**src/rtl/gate_scanner.sv**
```systemverilog
// Layer gate sequencer: walks every gate of one layer, queries the add/mul wiring
// lookups, and streams one record per wired gate over a valid/ready handshake.
module gate_scanner #(
    parameter int LN_LAYER = 1,
    parameter int G        = 3,
    parameter int NUM_BITS = 3,
    parameter int LN_G     = 1
) (
    input  logic                clk,
    input  logic                rst,
    input  logic                start,
    input  logic [LN_LAYER:0]   layer,
    output logic [LN_G:0]       currGate,
    output logic [LN_LAYER:0]   currLayer,
    input  logic [NUM_BITS:0]   addConnGate,
    input  logic                isAdd,
    input  logic [NUM_BITS:0]   mulConnGate,
    input  logic                isMul,
    output logic                outValid,
    input  logic                outReady,
    output logic [LN_G:0]       outGate,
    output logic [NUM_BITS:0]   outConnGate,
    output logic                outIsMul,
    output logic [LN_G+1:0]     addCount,
    output logic [LN_G+1:0]     mulCount,
    output logic                busy,
    output logic                done,
    output logic                conflict
);

    typedef enum logic [1:0] {
        S_IDLE,
        S_SCAN,
        S_EMIT,
        S_DONE
    } state_t;

    localparam logic [LN_G:0] LAST_GATE = (LN_G+1)'(G - 1);

    state_t              r_state;
    state_t              w_next;
    logic [LN_G:0]       r_curr_gate;
    logic [LN_LAYER:0]   r_curr_layer;
    logic [LN_G:0]       r_out_gate;
    logic [NUM_BITS:0]   r_out_conn;
    logic                r_out_is_mul;
    logic [LN_G+1:0]     r_add_count;
    logic [LN_G+1:0]     r_mul_count;
    logic                r_conflict;

    logic w_last;
    logic w_accept;
    logic w_cap_add;
    logic w_cap_mul;
    logic w_step;
    logic w_hit_conflict;

    assign w_last = (r_curr_gate == LAST_GATE);

    always_ff @(posedge clk) begin
        if (rst) r_state <= S_IDLE;
        else     r_state <= w_next;
    end

    always_comb begin
        w_next         = r_state;
        w_accept       = 1'b0;
        w_cap_add      = 1'b0;
        w_cap_mul      = 1'b0;
        w_step         = 1'b0;
        w_hit_conflict = 1'b0;
        case (r_state)
            S_IDLE: begin
                if (start) begin
                    w_accept = 1'b1;
                    w_next   = S_SCAN;
                end
            end
            S_SCAN: begin
                if (isAdd && !isMul) begin
                    w_cap_add = 1'b1;
                    w_next    = S_EMIT;
                end else if (isMul && !isAdd) begin
                    w_cap_mul = 1'b1;
                    w_next    = S_EMIT;
                end else begin
                    // unwired or doubly-wired gate: no record, one cycle only
                    w_hit_conflict = isAdd && isMul;
                    if (w_last) w_next = S_DONE;
                    else        w_step = 1'b1;
                end
            end
            S_EMIT: begin
                if (outReady) begin
                    if (w_last) begin
                        w_next = S_DONE;
                    end else begin
                        w_step = 1'b1;
                        w_next = S_SCAN;
                    end
                end
            end
            S_DONE: w_next = S_IDLE;
            default: w_next = S_IDLE;
        endcase
    end

    always_ff @(posedge clk) begin
        if (rst) begin
            r_curr_gate  <= '0;
            r_curr_layer <= '0;
            r_out_gate   <= '0;
            r_out_conn   <= '0;
            r_out_is_mul <= 1'b0;
            r_add_count  <= '0;
            r_mul_count  <= '0;
            r_conflict   <= 1'b0;
        end else begin
            if (w_accept) begin
                r_curr_layer <= layer;
                r_curr_gate  <= '0;
                r_add_count  <= '0;
                r_mul_count  <= '0;
                r_conflict   <= 1'b0;
            end
            if (w_step) r_curr_gate <= r_curr_gate + 1'b1;
            if (w_cap_add) begin
                r_out_gate   <= r_curr_gate;
                r_out_conn   <= addConnGate;
                r_out_is_mul <= 1'b0;
                r_add_count  <= r_add_count + 1'b1;
            end
            if (w_cap_mul) begin
                r_out_gate   <= r_curr_gate;
                r_out_conn   <= mulConnGate;
                r_out_is_mul <= 1'b1;
                r_mul_count  <= r_mul_count + 1'b1;
            end
            if (w_hit_conflict) r_conflict <= 1'b1;
        end
    end

    assign currGate    = r_curr_gate;
    assign currLayer   = r_curr_layer;
    assign outGate     = r_out_gate;
    assign outConnGate = r_out_conn;
    assign outIsMul    = r_out_is_mul;
    assign addCount    = r_add_count;
    assign mulCount    = r_mul_count;
    assign conflict    = r_conflict;
    // decoded straight from the state register so valid never depends on outReady
    assign outValid    = (r_state == S_EMIT);
    assign busy        = (r_state == S_SCAN) || (r_state == S_EMIT);
    assign done        = (r_state == S_DONE);

endmodule

```
**config.mk**
```make
export PLATFORM = sky130hd
export DESIGN_NAME = gate_scanner
export DESIGN_NICKNAME = d
export VERILOG_FILES = /design/src/rtl/gate_scanner.sv
export SDC_FILE = /design/constraint.sdc
export NUM_CORES = 1
export LEC_CHECK = 0
export ABC_AREA = 0
export BUFFER_PORTS_ARGS = -buffer_cell sky130_fd_sc_hd__buf_2
export CAP_MARGIN = 20
export CORE_MARGIN = 3
export CORE_UTILIZATION = 30
export CTS_BUF_LIST = sky130_fd_sc_hd__clkbuf_16
export CTS_CLUSTER_SIZE = 8
export DETAILED_ROUTE_END_ITERATION = 16
export SLEW_MARGIN = 40
export SYNTH_ARGS = -nofsm -noshare
export SYNTH_HDL_FRONTEND = slang
export SYNTH_SLANG_ARGS = --single-unit
export TNS_END_PERCENT = 1
```
**constraint.sdc**
```tcl
create_clock -name clk -period 5.3 [get_ports clk]
set_clock_uncertainty 0.2 [all_clocks]
set_input_delay 0.265 -clock clk [delete_from_list [all_inputs] [get_ports clk]]
set_output_delay 0.265 -clock clk [all_outputs]
set_load 0.05 [all_outputs]
```
==> out/metrics.yaml, run 1 <==
grt_max_degree: 24
fp.dieH_um: 65.4
first_global_vias: 963
synth_area_leaders: "dfxtp_1 (38%), ha_1 (14%), nand2_1 (5.7%)"
grt_antenna_before_repair: 0
p_per_area_nw_per_um2: 461
ctsLongestPathBuffers: 2
holdCritPathClass: "input pin to register"
layout_common_cells: "buf_2 (36), dfxtp_1 (20), nand2_1 (16), ha_1 (12), a21oi_1 (11)"
diodes: 0
fp.coreArea_sq_um: 3200
portBuffers: 36
drc: 0
grtUsageTotal_pct: 13.4
syn_nets: 148
synth_top_cell_area_share_pct: 37.8
cts_buffers: 3
fmax_mhz: 413
critical-path-slowest-cell: "ha_1"
path_clk_slew_ps: 60
tns_ps: 0
synth.distinct_cells: 27
num_rows: 20
synth_warnings: 0
pre_cts_ws_ps: 2930
wl_per_cell_um: 12.9
cap_violations: 0
dieArea_sq_um: 4280
ioPinCount: 37
cp_max_fo: 18
grt_first_pass_wirelength_mm: 4.41
cts_sinks: 20
final.setup.worst_slack_ps: 2880
clk-insertion-delay-late_ps: 250
place.gp.congestion: 0.763
cp_num_buf_inv: 1
min_period_ps: 2420
layout_commonest_cell: "buf_2"
cts_hold_buf: 0
synth_area_sq_um: 1060
initial_core_util_pct: 33.0
antenna_left: 0
worst_slew_pin_slew_ps: 540
finalHoldViolCount: 0
drv_slew: 0
area_growth_pct: 27.4
cts_resized: 0
fin_total_pwr_uw: 622
synth_cells: 120
gr-total-overflow: 0
firstDrtPassIters: 4
dp.final_hpwl_mm: 1.99
ys_seq_elements: 20
worstPathRequired_ps: 5240
cpPeakStageDelay_ps: 530
crit_chain: "inv_1, ha_1, or3b_4, a21oi_1, mux2_2"
grt_setup_unrepaired: "no"
synth_area_per_cell_sq_um: 8.82
critPathKind: "register to register"
irDropWorstVdd_v: 0.000161
yosysTopAreaCell: "dfxtp_1"
cts-htree-levels: 1
crit_path_end_kind: "register"
postCtsSetupRepairBufs: 0
slew_headroom_pct: 64.0
drt_iter0_markers: 43
drt_wl_total_mm: 2.57
die-width_um: 65.4
fin_crit_sh_pct: 45.7
status: "finished clean"
clockRootBuffer: "clkbuf_16"
p_leak_nw: 0.644
setup_viol: 0
critical-path-top-delay-family: "adder cells"
cp.arrival_ps: 2360
yosysSeqAreaShare_pct: 37.8
drive_gt1_share_pct: 29.0
nets: 184
via_per_inst: 4.92
cts_tree: "done"
cp-start-kind: "register"
via_count: 979
-- cells by family (layout without fill, tap and decap cells) --
group                      Yosys count  count (layout)  share of synthesized area, %
AOI/OAI and AO/OA                   27              27                          17.7
adders and majority gates           12              12                          14.2
buffers and inverters               11              46                          4.37
DFF                                 20              20                          37.8
muxes                                4               4                          4.02
and+or+nand+nor                     46              46                          21.9
-- metrics by stage --
stage / cell area [sq um] / cells / utilization [%] / hold WS (ps)
after floorplan: 1060 / 120 / - / 213
after global placement: 1270 / 195 / 39.6 / 243
after detailed placement: 1270 / 195 / 39.6 / 251
after CTS: 1350 / 199 / 42.1 / 63.1
after global routing: 1350 / 199 / 42.1 / 77.9
final: 1350 / 199 / 42.1 / 59.5
-- path summary, 6_finish.rpt --
path              start  slack (ps)  cells past startpoint           end
max          r_state[1]        2880                      5   currGate[0]
min            layer[0]          60                      3  currLayer[0]
max reg2reg  r_state[1]        2880                      5   currGate[0]
min reg2reg    outIsMul         260                      2      outIsMul
-- metal layers --
layer,vias to the layer above,track usage (%),wire [um],share of wire [%]
met5,-,0,0,0
met3,7,3.76,103,4.0
met1,459,15.5,1150,45
met2,19,21.9,1230,48
li1,494,-,-,-
met4,0,7.51,75,2.9
-- worst min-delay path, cell delays in order --
cell and delay (ps):
buf_2 90, nand3_1 50, a21oi_1 50
-- state kept, by name (all words and copies together), names as in the netlist --
name / flops
currGate: 2
outIsMul: 1
outConnGate: 4
r_state: 2
addCount: 3
mulCount: 3
outGate: 2
conflict: 1
currLayer: 2
-- report_power, final --
group | switching, mW | internal (mW) | leakage, nW
registers | 0.0156 | 0.171 | 0.162
clock network | 0.0561 | 0.101 | 0.0385
logic | 0.194 | 0.0845 | 0.443
total | 0.266 | 0.356 | 0.644
-- synth_stat cells --
library cell   n
dfxtp_1       20
nand2_1       16
ha_1          12
a21oi_1       11
nor2_1        10
nand3_1        8
inv_1          6
a311oi_1       4
a22oi_1        3
and3b_1        3
nand2b_1       3
o21ai_0        3
clkbuf_1       2
mux2_2         2
mux2i_1        2
nand4b_1       2
o2111ai_1      2
or2_2          2
a21o_1         1
a221oi_2       1
a32o_1         1
buf_1          1
buf_2          1
buf_4          1
nor3b_1        1
o211a_1        1
or3b_4         1
-- cell type report --
cell class | instances | area, sq um
Multi-Input combinational cell | 89 | 612
Sequential cell | 20 | 400
Clock buffer | 3 | 75.1
Clock inverter | 1 | 3.75
Timing Repair Buffer | 36 | 180
Inverter | 6 | 22.5
Fill cell | 361 | 1850
Tap cell | 44 | 55.1
(Power assumes the default switching activity.)
==> run 2, diff against run 1 <==
==> constraint.sdc (replaced) <==
create_clock -name clk -period 2 [get_ports clk]
set_clock_uncertainty 0.2 [all_clocks]
set_input_delay 0.1 -clock clk [delete_from_list [all_inputs] [get_ports clk]]
set_output_delay 0.1 -clock clk [all_outputs]
set_load 0.05 [all_outputs]
==> run 2 against run 1 <==
- maximum frequency increased by 30%
- final area up 11%
- largest power group unchanged
- critical path depth up 1
- sequential share of layout area fell by 2.8 points
- clock power increased to 2.6 times the previous value
- routed wire length rose by 4.1%
- via count is 6.8% higher
==> out/metrics.yaml, run 2 (synthesis gave the netlist of run 1 again) <==
status: "finished clean"
ioPinCount: 37
pre_cts_ws_ps: 157
fin_crit_sh_pct: 92.8
cap_violations: 0
die-width_um: 65.4
cts-htree-levels: 1
endpoint: "currLayer[1]"
fmax_mhz: 539
ctsLongestPathBuffers: 2
holdCritPathClass: "input pin to register"
drv_slew: 0
clockRootBuffer: "clkbuf_16"
portBuffers: 36
area_growth_pct: 41.0
slew_headroom_pct: 69.8
postCtsSetupRepairBufs: 0
diodes: 0
fillCellCount: 323
first_global_vias: 995
drt_iter0_markers: 32
finalHoldViolCount: 0
critical-path-slowest-cell: "dlygate4sd3_1"
grt_antenna_before_repair: 0
cts_tree: "done"
cp-start-kind: "register"
cp_num_buf_inv: 3
setup_viol: 0
cp_max_fo: 6
grt_setup_unrepaired: "no"
antenna_left: 0
cpPeakStageDelay_ps: 570
nets: 199
critPathKind: "register to register"
min_period_ps: 1860
grtUsageTotal_pct: 13.0
ff2ff_path_depth: 6
via_per_inst: 4.89
cts_buffers: 3
grt_max_degree: 24
clk-insertion-delay-late_ps: 250
grt_first_pass_wirelength_mm: 4.42
tns_ps: 0
dieArea_sq_um: 4280
cp.arrival_ps: 1840
initial_core_util_pct: 33.0
grtUsageMet3_pct: 1.71
final.setup.worst_slack_ps: 143
drt_wl_total_mm: 2.67
via_count: 1046
gr-total-overflow: 0
num_rows: 20
reg2reg_slack_ps: 140
gr-usage-met2_pct: 22.4
r2r-start: "r_state[1]"
layout_common_cells: "buf_2 (36), dfxtp_1 (19), nand2_1 (16), ha_1 (12), dlygate4sd3_1 (12)"
crit_path_end_kind: "register"
worstPathRequired_ps: 1980
critical-path-top-delay-family: "buffers and inverters"
p_leak_nw: 0.706
top_usage_layer: "met2"
dp.final_hpwl_mm: 1.91
use_met1_pct: 15.9
layout_commonest_cell: "buf_2"
irDropWorstVdd_v: 0.000393
firstDrtPassIters: 5
fp.dieH_um: 65.4
place.gp.congestion: 0.758
fp.coreArea_sq_um: 3200
cp-startpoint: "r_state[1]"
drive_gt1_share_pct: 28.8
critical_path_depth: 6
cts_sinks: 20
largest_reg_flops: 4
worst_slew_pin_slew_ps: 448
crit_chain: "inv_1, buf_4, ha_1, nand3_1, dlygate4sd3_1, a21oi_1"
worst_r2r_endpoint: "currLayer[1]"
drc: 0
path_clk_slew_ps: 50
wl_per_cell_um: 12.5
p_per_area_nw_per_um2: 1130
[run 2: changes by cell type in the layout (fill, tap and decap cells not counted)]
cell	delta
dfxtp_1	-1
dfxtp_2	+1
buf_4	+3
dlygate4sd3_1	+12
[run 2: timing repair]
action	CTS	global route
endpoints found under the setup margin	0	2
hold buffers	12	0
resized for setup	0	1
endpoints found under the hold margin	6	0
[run 2: layer usage]
| metal | routed length [um] | share of wire, % |
|---|---|---|
| met3 | 105 | 3.9 |
| met1 | 1200 | 45 |
| met4 | 40 | 1.5 |
| met2 | 1330 | 50 |
| met5 | 0 | 0 |
[run 2: worst min-delay path by stage]
stage | startpoint | end | slack [ps] | cells after the start
2_1_floorplan | layer[0] | currLayer[0] | 50 | 2
3_3_place_gp | layer[0] | currLayer[0] | 160 | 3
3_5_place_dp | layer[1] | currLayer[1] | 170 | 3
4_1_cts | rst | conflict | 70 | 2
5_1_grt | rst | outGate[1] | 90 | 2
6_report | rst | outGate[0] | 60 | 2
[run 2: report_power, final]
part | switching (mW) | leakage [nW] | total [mW] | internal, mW
Sequential | 0.0404 | 0.163 | 0.496 | 0.455
Combinational | 0.525 | 0.504 | 0.790 | 0.264
Clock | 0.141 | 0.0385 | 0.406 | 0.266
[run 2: through the flow]
| step | std cells | power (mW) | util, % | hold WS, ps | instance area, sq um |
|---|---|---|---|---|---|
| floorplan | 120 | 1.10 | - | 47.5 | 1060 |
| global placement | 198 | 1.25 | 40.4 | 158 | 1290 |
| detailed placement | 198 | 1.26 | 40.4 | 168 | 1290 |
| CTS | 214 | 1.71 | 46.6 | 68.3 | 1490 |
| global route | 214 | 1.80 | 46.6 | 89.9 | 1490 |
| finish | 214 | 1.69 | 46.6 | 60.8 | 1490 |
[run 2: cell type report]
cell class / instances / area (sq um) / area share (%)
Timing Repair Buffer: 51 / 323 / 21.6
Clock inverter: 1 / 3.75 / 0.251
Clock buffer: 3 / 75.1 / 5.03
Inverter: 6 / 22.5 / 1.51
Sequential cell: 20 / 402 / 26.9
Tap cell: 44 / 55.1 / 3.69
Multi-Input combinational cell: 89 / 612 / 41.0
